[src/rtl/bitwise_logic_mc_pkg.sv]
// Shared definitions for the multi-cycle bitwise logic unit: op codes and FSM states.
package alu_defs;

    typedef enum logic [2:0] {
        OP_NOT  = 3'b000,
        OP_AND  = 3'b001,
        OP_OR   = 3'b010,
        OP_XOR  = 3'b011,
        OP_NOR  = 3'b100,
        OP_NAND = 3'b101,
        OP_XNOR = 3'b110,
        OP_ANDN = 3'b111
    } op_e;

    // 2'd3 is unused; the FSM falls back to IDLE if it ever appears.
    typedef enum logic [1:0] {
        IDLE = 2'd0,
        RUN  = 2'd1,
        DONE = 2'd2
    } state_e;

endpackage

[src/rtl/bitwise_logic_mc_slice.sv]
// Combinational SLICE-bit logic operation; one instance is time-shared across all slices.
module bitwise_slice
    import alu_defs::*;
#(
    parameter int SLICE = 8
) (
    input  logic [2:0]       op,
    input  logic [SLICE-1:0] a_s,
    input  logic [SLICE-1:0] b_s,
    output logic [SLICE-1:0] y_s
);

    always_comb begin
        y_s = '0;
        case (op)
            OP_NOT:  y_s = ~a_s;
            OP_AND:  y_s = a_s & b_s;
            OP_OR:   y_s = a_s | b_s;
            OP_XOR:  y_s = a_s ^ b_s;
            OP_NOR:  y_s = ~(a_s | b_s);
            OP_NAND: y_s = ~(a_s & b_s);
            OP_XNOR: y_s = ~(a_s ^ b_s);
            OP_ANDN: y_s = a_s & ~b_s;
            default: y_s = '0;
        endcase
    end

endmodule

[src/rtl/bitwise_logic_mc.sv]
// Multi-cycle bitwise logic unit: one SLICE-bit slice per clock under a start/done handshake.
module bitwise_logic_mc
    import alu_defs::*;
#(
    parameter int WIDTH = 32,
    parameter int SLICE = 8
) (
    input  logic             clk,
    input  logic             rst_n,
    input  logic             start,
    input  logic [2:0]       op,
    input  logic [WIDTH-1:0] a,
    input  logic [WIDTH-1:0] b,
    output logic             busy,
    output logic             done,
    output logic [WIDTH-1:0] result,
    output logic             zero
);

    localparam int NSLICE = WIDTH / SLICE;
    localparam int CW     = (NSLICE > 1) ? $clog2(NSLICE) : 1;

    state_e           state_q, state_d;
    logic [CW-1:0]    cnt;
    logic [2:0]       op_q;
    logic [WIDTH-1:0] a_q, b_q, accum, accum_nxt;
    logic [SLICE-1:0] a_s, b_s, y_s;
    logic             take, last;

    // A new request is only accepted when not mid-operation.
    assign take = start && (state_q == IDLE || state_q == DONE);
    assign last = (cnt == CW'(NSLICE - 1));

    assign a_s = a_q[cnt*SLICE +: SLICE];
    assign b_s = b_q[cnt*SLICE +: SLICE];

    bitwise_slice #(.SLICE(SLICE)) u_slice (
        .op  (op_q),
        .a_s (a_s),
        .b_s (b_s),
        .y_s (y_s)
    );

    // Final slice is folded in combinationally so result loads on the same edge.
    always_comb begin
        accum_nxt = accum;
        accum_nxt[cnt*SLICE +: SLICE] = y_s;
    end

    always_comb begin
        state_d = state_q;
        case (state_q)
            IDLE:    if (start) state_d = RUN;
            RUN:     if (last)  state_d = DONE;
            DONE:    state_d = start ? RUN : IDLE;
            default: state_d = IDLE;
        endcase
    end

    always_ff @(posedge clk or negedge rst_n) begin
        if (!rst_n) begin
            state_q <= IDLE;
            cnt     <= '0;
            op_q    <= '0;
            a_q     <= '0;
            b_q     <= '0;
            accum   <= '0;
            result  <= '0;
            zero    <= 1'b1;
        end else begin
            state_q <= state_d;
            if (take) begin
                op_q <= op;
                a_q  <= a;
                b_q  <= b;
                cnt  <= '0;
            end else if (state_q == RUN) begin
                accum <= accum_nxt;
                if (last) begin
                    result <= accum_nxt;
                    zero   <= (accum_nxt == '0);
                    cnt    <= '0;
                end else begin
                    cnt <= cnt + 1'b1;
                end
            end
        end
    end

    assign busy = (state_q == RUN);
    assign done = (state_q == DONE);

endmodule

[config.mk]
export PLATFORM = sky130hd
export DESIGN_NAME = bitwise_logic_mc
export DESIGN_NICKNAME = d
export VERILOG_FILES = /design/src/rtl/bitwise_logic_mc_pkg.sv /design/src/rtl/bitwise_logic_mc_slice.sv /design/src/rtl/bitwise_logic_mc.sv
export SDC_FILE = /design/constraint.sdc
export NUM_CORES = 1
export LEC_CHECK = 0
export BUFFER_PORTS_ARGS = -buffer_cell sky130_fd_sc_hd__buf_2
export CAP_MARGIN = 40
export CELL_PAD_IN_SITES_DETAIL_PLACEMENT = 0
export CELL_PAD_IN_SITES_GLOBAL_PLACEMENT = 2
export CORE_MARGIN = 2
export CORE_UTILIZATION = 41
export DETAILED_ROUTE_END_ITERATION = 8
export PLACE_DENSITY = 0.83
export SLEW_MARGIN = 20
export SYNTH_ARGS = -nofsm -noshare
export SYNTH_HDL_FRONTEND = slang
export SYNTH_HIERARCHICAL = 1
export SYNTH_SLANG_ARGS = --single-unit
[constraint.sdc]
create_clock -name clk -period 7.9 [get_ports clk]
set_input_delay 0.79 -clock clk [delete_from_list [all_inputs] [get_ports clk]]
set_output_delay 0.79 -clock clk [all_outputs]
set_load 0.05 [all_outputs]
==> results.txt, run 1 <==
* Largest net degree at the start of global routing: 68
- Most frequently used cell type in the post-synthesis netlist: sky130_fd_sc_hd__dfrtp_1
- Yosys top cell area share: 48.07%
- The count of nets left with antenna violations once routing finished came out at 0.
* Area of the mapped netlist: 7028 um^2
- Period utilization: around half
* Endpoint kind of the worst setup timing path: flip-flop
- The synthesized design contains 0 enable-type register cells.
- Post-cts resize count: 0
* CTS tree: yes
- Number of setup violations in the final report: 0
- For this run, the post-layout net count is roughly 800.
* Async SR Flop Fraction: 100.0%
- Most used flip-flop cell after synthesis: sky130_fd_sc_hd__dfrtp_1
- Final hold analysis gives a worst-case slack of roughly 340 ps.
* Number of synthesized register bits: roughly 140
* Htree depth: 4
* Starting utilization of the core area: 42.23%
- Die Outline Area: 18200 um^2
- From bottom edge to top edge, the die measures between 100 and 150 um.
- Inserted Clock Buffers: 17
* Setup total negative slack: 0 ps
- Share of cells above drive strength 1: a little over a third
- Highest metal used: met4
- Synthesis produced a netlist with a net count of between 700 and 800.
* Layout Skew: ~11 ps
* Area of the core: between 15000 and 20000 um^2
- Detailed placement HPWL: between 10000 and 15000 um
- The worst pin sits at a relative slew slack of 49.29%.
- The largest single stage delay on the critical path is 700 ps.
- Final core utilization: 50.15%
- Iter 0 DRT Violations: between 300 and 400
- The routed design has roughly 17000 um of wire.
- The path class of the tightest hold or removal check is primary input to asynchronous set/reset pin.
* Die Span X: around 130 um
- Antenna violations before repair: 0
- Routability-driven placement finished with a final weighted congestion of between 0.7 and 0.8.
- Compared with the post-synthesis result, the final layout area differs by 18.76%.
- Overflow left after global routing: 0
- Across every metal layer, demand over resource in global routing totals about a fifth.
- Fmax: around 0.26 GHz
- Synthesis handed over a netlist of 616 instances.
- Traced cell by cell, the critical path runs through buf_4 -> mux4_2 -> inv_1 -> ha_1 -> mux2i_1 -> o211ai_1 -> a32oi_1 -> buf_4 -> or3_4 -> or2_0 -> a22oi_2 -> nand4_1 -> o31ai_1.
* Buffer levels on the longest clock path: 2
- For the pin with the worst max-slew slack, the measured transition is between 700 and 800 ps.
- Slew Viols, Final: 0
- The number of hold buffers added after CTS was 0.
- Summed over all nets, wire length on met2 after detailed routing comes to slightly below 8000 um.
- Dominant cell type by count on the critical path: sky130_fd_sc_hd__buf_4
- Maximum fanout along the worst path: 16
* Via density: 5.343
- Largest cells by area after synthesis: sky130_fd_sc_hd__dfrtp_1 (48%), sky130_fd_sc_hd__mux2_2 (11%), sky130_fd_sc_hd__mux4_2 (5.4%), sky130_fd_sc_hd__ha_1 (5.3%), sky130_fd_sc_hd__a22o_1 (3.5%)
* Total via count after detailed routing: around 5000
- CTS clk-pin slew, worst paths: 60 ps
- During placement, the flow inserted port buffers numbering ~100.
* Unrepaired setup endpoints after global routing: no
- Post-synth cell types: 52
- Across the run, the number of max-cap violations was 0.
- Clock Latency Late Sink: 420 ps
- The worst setup path is launched from a flip-flop.
* Count of boundary I/O pins: 105
* Average detailed-routed wire length per instance: approximately 18 um
- In the routed design, unresolved DRC markers number 0.
- On the critical path the largest part of the delay comes from multiplexers.
* Fraction of the yosys area taken by sequential cells: between 40 and 50%
- Routed wire length on met3: 818 um
* Wire length of the first global-routing pass: 27730 um
- The worst path in the final design needs a cycle of between 3000 and 4000 ps, including I/O delays and setup.
- Detailed-router iteration count before antenna repair: 7
- Cell area after layout: 8347 um^2
- The detailed router put a total of 7625 um of wire on met1.
* Number of warnings printed during yosys synthesis: 6
* Slowest stage cell on the critical path: sky130_fd_sc_hd__dfrtp_1
- Run status: finished, final reports clean
- The critical path contains buffers and inverters numbering 3 combined.
* Mean post-synth cell area: approximately 11 um^2
- Area post-placement: 7737 um^2
- For the worst setup path, the data arrival time is 4230 ps.
* Ant diodes: 0
* CTS Root Buffer Type: sky130_fd_sc_hd__clkbuf_16
- After synthesis, the most frequently instantiated cells are sky130_fd_sc_hd__dfrtp_1 (135), sky130_fd_sc_hd__mux2_2 (67), sky130_fd_sc_hd__nand2_1 (53).
- Sinks on Clock Net: between 100 and 150
- For the worst setup path, the data required time is roughly 8000 ps.
- Final count of hold timing violations: 0
- Post-CTS timing repair inserted 0 buffers for setup.
- Start-to-end type of the worst setup path: flip-flop to flip-flop
- The number of global-route vias before repair is roughly 5400.
* Std-Cell Rows: 47
* Most area-hungry cell type in the Yosys netlist: sky130_fd_sc_hd__dfrtp_1
## worst register-to-register path, stage by stage, from the launching register on
cell and delay (ps):
sky130_fd_sc_hd__dfrtp_1 700, sky130_fd_sc_hd__buf_4 400, sky130_fd_sc_hd__mux4_2 600, sky130_fd_sc_hd__inv_1 90, sky130_fd_sc_hd__ha_1 260, sky130_fd_sc_hd__mux2i_1 130, sky130_fd_sc_hd__o211ai_1 210, sky130_fd_sc_hd__a32oi_1 120
sky130_fd_sc_hd__buf_4 230, sky130_fd_sc_hd__or3_4 380, sky130_fd_sc_hd__or2_0 210, sky130_fd_sc_hd__a22oi_2 120, sky130_fd_sc_hd__nand4_1 100, sky130_fd_sc_hd__o31ai_1 250
## sequential cells by signal, summed over array words and instances, names as in the netlist
register and count:
accum 32, state_q 2, zero 1, cnt 2
b_q 32, op_q 3, a_q 32, result 32
## kinds of logic (layout without fill, tap and decap cells)
group                    Yosys count  after routing  share of synthesized area (%)
AND/OR/NAND/NOR                  147            147                          11.39
flip-flops                       136            136                          48.44
adder cells (fa/ha/maj)           30             30                          5.341
buffers and inverters             70            174                          4.646
AO/OA/AOI/OAI                    147            147                          13.71
multiplexers                      86             86                          16.47
## layout by cell type, fill, tap and decap left out, types with 6 or more instances in the layout
cell and instances:
sky130_fd_sc_hd__a21oi_1 43, sky130_fd_sc_hd__nor3b_1 6, sky130_fd_sc_hd__mux4_2 17, sky130_fd_sc_hd__inv_1 22, sky130_fd_sc_hd__nor3_1 8, sky130_fd_sc_hd__buf_2 103, sky130_fd_sc_hd__nor4_1 7, sky130_fd_sc_hd__nor3_2 8
sky130_fd_sc_hd__ha_1 30, sky130_fd_sc_hd__mux2_2 67, sky130_fd_sc_hd__nor2b_1 35, sky130_fd_sc_hd__o21ai_0 40, sky130_fd_sc_hd__a22o_1 28, sky130_fd_sc_hd__a32oi_1 6, sky130_fd_sc_hd__dfrtp_1 135, sky130_fd_sc_hd__clkbuf_16 17
sky130_fd_sc_hd__nor2_1 13, sky130_fd_sc_hd__nand2_1 53, sky130_fd_sc_hd__buf_4 13
## layout make-up
class / count / area (um^2)
Inverter: 23 / 86.33
Sequential cell: 136 / 3405
Clock buffer: 19 / 442.9
Fill cell: 1491 / 8295
Timing Repair Buffer: 121 / 681.9
Tap cell: 220 / 275.3
Multi-Input combinational cell: 410 / 3304
Clock inverter: 11 / 151.4
## worst paths after layout
check	startpoint	endpoint	slack, ps	cells past startpoint
worst max register to register	cnt[0]	zero	4010	13
worst max-delay path	cnt[0]	zero	4010	13
max in group asynchronous	rst_n	zero	6400	3
min in group clk	result[10]	result[10]	470	2
worst min-delay path	rst_n	b_q[0]	340	1
worst min register to register	result[10]	result[10]	470	2
## metrics by stage
step | setup WS (ps) | instances
detailed placement | 3925 | 908
global placement | 4093 | 905
CTS | 3915 | 938
finish | 4009 | 940
global route | 3643 | 940
floorplan | 4517 | 616
## routing by layer
metal	track usage (%)	vias up
met5	0	-
met3	5.218	18
met1	25.83	2480
met4	6.491	0
li1	-	2392
met2	31.39	132
Power of run 1 is left out: the tool's default activity adds up to more than one toggle a clock period on the data nets, which glitch-free logic cannot reach.
==> inputs of run 2 (changes only) <==
--- a/config.mk
+++ b/config.mk
@@ -10,9 +10,9 @@
 export CELL_PAD_IN_SITES_DETAIL_PLACEMENT = 0
 export CELL_PAD_IN_SITES_GLOBAL_PLACEMENT = 2
 export CORE_MARGIN = 2
-export CORE_UTILIZATION = 41
+export CORE_UTILIZATION = 34
 export DETAILED_ROUTE_END_ITERATION = 8
-export PLACE_DENSITY = 0.83
+export PLACE_DENSITY = 0.73
 export SLEW_MARGIN = 20
 export SYNTH_ARGS = -nofsm -noshare
 export SYNTH_HDL_FRONTEND = slang
==> constraint.sdc (replaced) <==
create_clock -name clk -period 3.5 [get_ports clk]
set_input_delay 0.35 -clock clk [delete_from_list [all_inputs] [get_ports clk]]
set_output_delay 0.35 -clock clk [all_outputs]
set_load 0.05 [all_outputs]
==> run 2 against run 1 <==
  * Non-clock buffer count rose by 7
  * Count of clock-buffer cells in the layout decreased by 1
  * Global-route usage down 3.2 points
  * Critical path type unchanged
==> results.txt, run 2 (same netlist as run 1, synthesis figures left out) <==
- The final antenna-violating net count was 0 (unchanged).
- The data arrival time of the critical path was 3580 ps (was 4230 ps).
- The number of top-level pins was 105 (unchanged).
- Total via count after detailed routing: 5085 (was 5022)
- Via density: 5.090 (was 5.343)
- The startpoint kind of the worst setup timing path was a flip-flop (unchanged).
- Slew at the pin closest to its max-slew limit: 773.1 ps (was 757.3 ps)
- The leftover overflow at the end of global routing was 0 (unchanged).
* Worst endpoint required time: 3830 ps (was 8230 ps)
- The total number of nets in the final design is 816 (was 809).
* CTS tree: yes (unchanged)
- Path class of the lowest-slack min-delay path: primary input to flip-flop (was primary input to asynchronous set/reset pin)
- Chain of cells forming the critical path: buf_12 -> mux4_2 -> inv_1 -> ha_1 -> a21o_1 -> mux4_2 -> or2_2 -> a22oi_2 -> nand4_1 -> o31ai_1 (was buf_4 -> mux4_2 -> inv_1 -> ha_1 -> mux2i_1 -> o211ai_1 -> a32oi_1 -> buf_4 -> or3_4 -> or2_0 -> a22oi_2 -> nand4_1 -> o31ai_1).
- The maximum buffer depth of the clock tree is 2 (unchanged).
- The overall die area came to 21840 um^2 (was 18200 um^2).
- Unrepaired setup endpoints after global routing: no (unchanged)
- Fmax: 0.3083 GHz (was 0.2570 GHz)
- The portion of the clock cycle consumed by the worst path in the final layout was 92.68% (was 49.26%).
- Die Span X: 147.8 um (was 134.9 um)
- The root buffer selected by CTS is sky130_fd_sc_hd__clkbuf_16 (unchanged).
- Commonest non-fill, non-tap cell in the layout: sky130_fd_sc_hd__dfrtp_1 (unchanged)
- The clock skew after layout came to 12.84 ps (was 11.09 ps).
- The largest fanout of any net on the critical path was 15 (was 16).
* Gp weighted congestion: 0.8382 (was 0.7446)
- The per-cell routed wire length is 17.26 um (was 17.57 um).
- Run status: finished, final reports clean (unchanged)
- Post-CTS setup buffer count: 0 (unchanged)
- Std-Cell Rows: 52 (was 47)
- Start-to-end type of the worst setup path: flip-flop to flip-flop (unchanged)
- The number of CTS-inserted buffers was 17 (unchanged).
- Overall fraction of global-route tracks in use: 16.38% (was 19.56%)
- The final period demand of the worst path came to 3244 ps (was 3891 ps).
- WP buf/inv: 2 (was 3)
* Iter 0 DRT Violations: 234 (was 341)
- The number of slew-limit violations in the final report came to 0 (unchanged).
- Area overhead of the layout relative to synthesis: 21.22% (was 18.76%)
* Dominant cell type by count on the critical path: sky130_fd_sc_hd__mux4_2 (was sky130_fd_sc_hd__buf_4)
* Final count of hold timing violations: 0 (unchanged)
* Cell family with the largest share of critical-path delay: multiplexers (unchanged)
- The total number of clock tree sinks came to 136 (unchanged).
- Detailed placement HPWL: 12340 um (was 11590 um)
- The number of optimization iterations in the first detailed-route pass came to 5 (was 7).
* Htree depth: 4 (unchanged)
- Die Span Y: 147.8 um (was 134.9 um)
* Largest stage delay on the critical path: 600 ps (was 700 ps)
- Max-Slew Margin vs Limit: 48.46% (was 49.29%)
- Number of setup violations in the final report: 0 (unchanged)
- The count of port buffers added during placement was 104 (unchanged).
- Area of the core: 20230 um^2 (was 16640 um^2)
- Clock Latency Late Sink: 420 ps (about the same)
- The maximum number of pins on one net before global-route repair is 70 (was 68).
- Via count of the first global-routing pass: 5177 (was 5350)
- CTS clk-pin slew, worst paths: 60 ps (about the same)
* Share of cells above drive strength 1: 36.76% (was 35.83%)
* Wire length of the first global-routing pass: 27860 um (was 27730 um)
- The effective utilization at floorplan was 34.73% (was 42.23%).
- Slowest stage cell on the critical path: sky130_fd_sc_hd__mux4_2 (was sky130_fd_sc_hd__dfrtp_1)
- Setup total negative slack: 0 ps (unchanged)
- MaxCap Viol Count: 0 (unchanged)
- The DRC violations left is 0 (unchanged).
- The number of antenna violations at the first check in global routing came to 0 (unchanged).
* Ant diodes: 0 (unchanged)
- The total wire length after detailed routing was 17240 um (was 16520 um).
- The kind of capture point of the worst setup path is a flip-flop (unchanged).
* Commonest cells after routing, fill and taps aside: sky130_fd_sc_hd__dfrtp_1 (135), sky130_fd_sc_hd__buf_2 (103), sky130_fd_sc_hd__mux2_2 (67) (unchanged)
## run 2: what timing repair did
item / 4_1_cts / 5_1_grt
gates resized for setup: 0 / 0
hold buffers: 1 / 0
hold endpoints to repair: 46 / 0
## run 2: cell type report
type / count / area (um^2)
well taps: 270 / 337.8
fillers: 1928 / 11720
repair buffers: 128 / 782.0
inverters: 23 / 86.33
clock buffers: 18 / 439.2
multi-input cells: 410 / 3307
clock inverters: 14 / 162.7
flip-flops and latches: 136 / 3405
## run 2: layer usage
layer	track usage (%)	vias up	part of all wire (%)
met5	0	-	0
met4	3.990	0	0.84
met3	4.136	11	4.4
met2	26.67	103	48
met1	22.01	2560	47
li1	-	2411	-
## run 2: path summary, 6_finish.rpt
path	from	to	slack, ps	cells past startpoint
min reg2reg	result[11]	result[11]	470	2
min	b[21]	b_q[21]	150	2
min in group asynchronous	rst_n	result[14]	440	2
max	cnt[0]	zero	260	10
max in group asynchronous	rst_n	a_q[2]	2380	3
max reg2reg	cnt[0]	zero	260	10
## run 2: through the flow
stage | hold WS [ps] | util, % | instance area (um^2) | worst slack, ps | cells
3_3_place_gp | 457.5 | 38.73 | 7838 | 330.8 | 963
6_report | 151.9 | 42.10 | 8519 | 256.3 | 999
3_5_place_dp | 329.0 | 38.94 | 7880 | 249.4 | 965
2_1_floorplan | 54.41 | - | 7028 | 117.0 | 616
4_1_cts | 131.9 | 41.97 | 8492 | 231.4 | 998
5_1_grt | 140.8 | 42.10 | 8519 | 47.89 | 999
Power of run 2 is left out for the same reason.
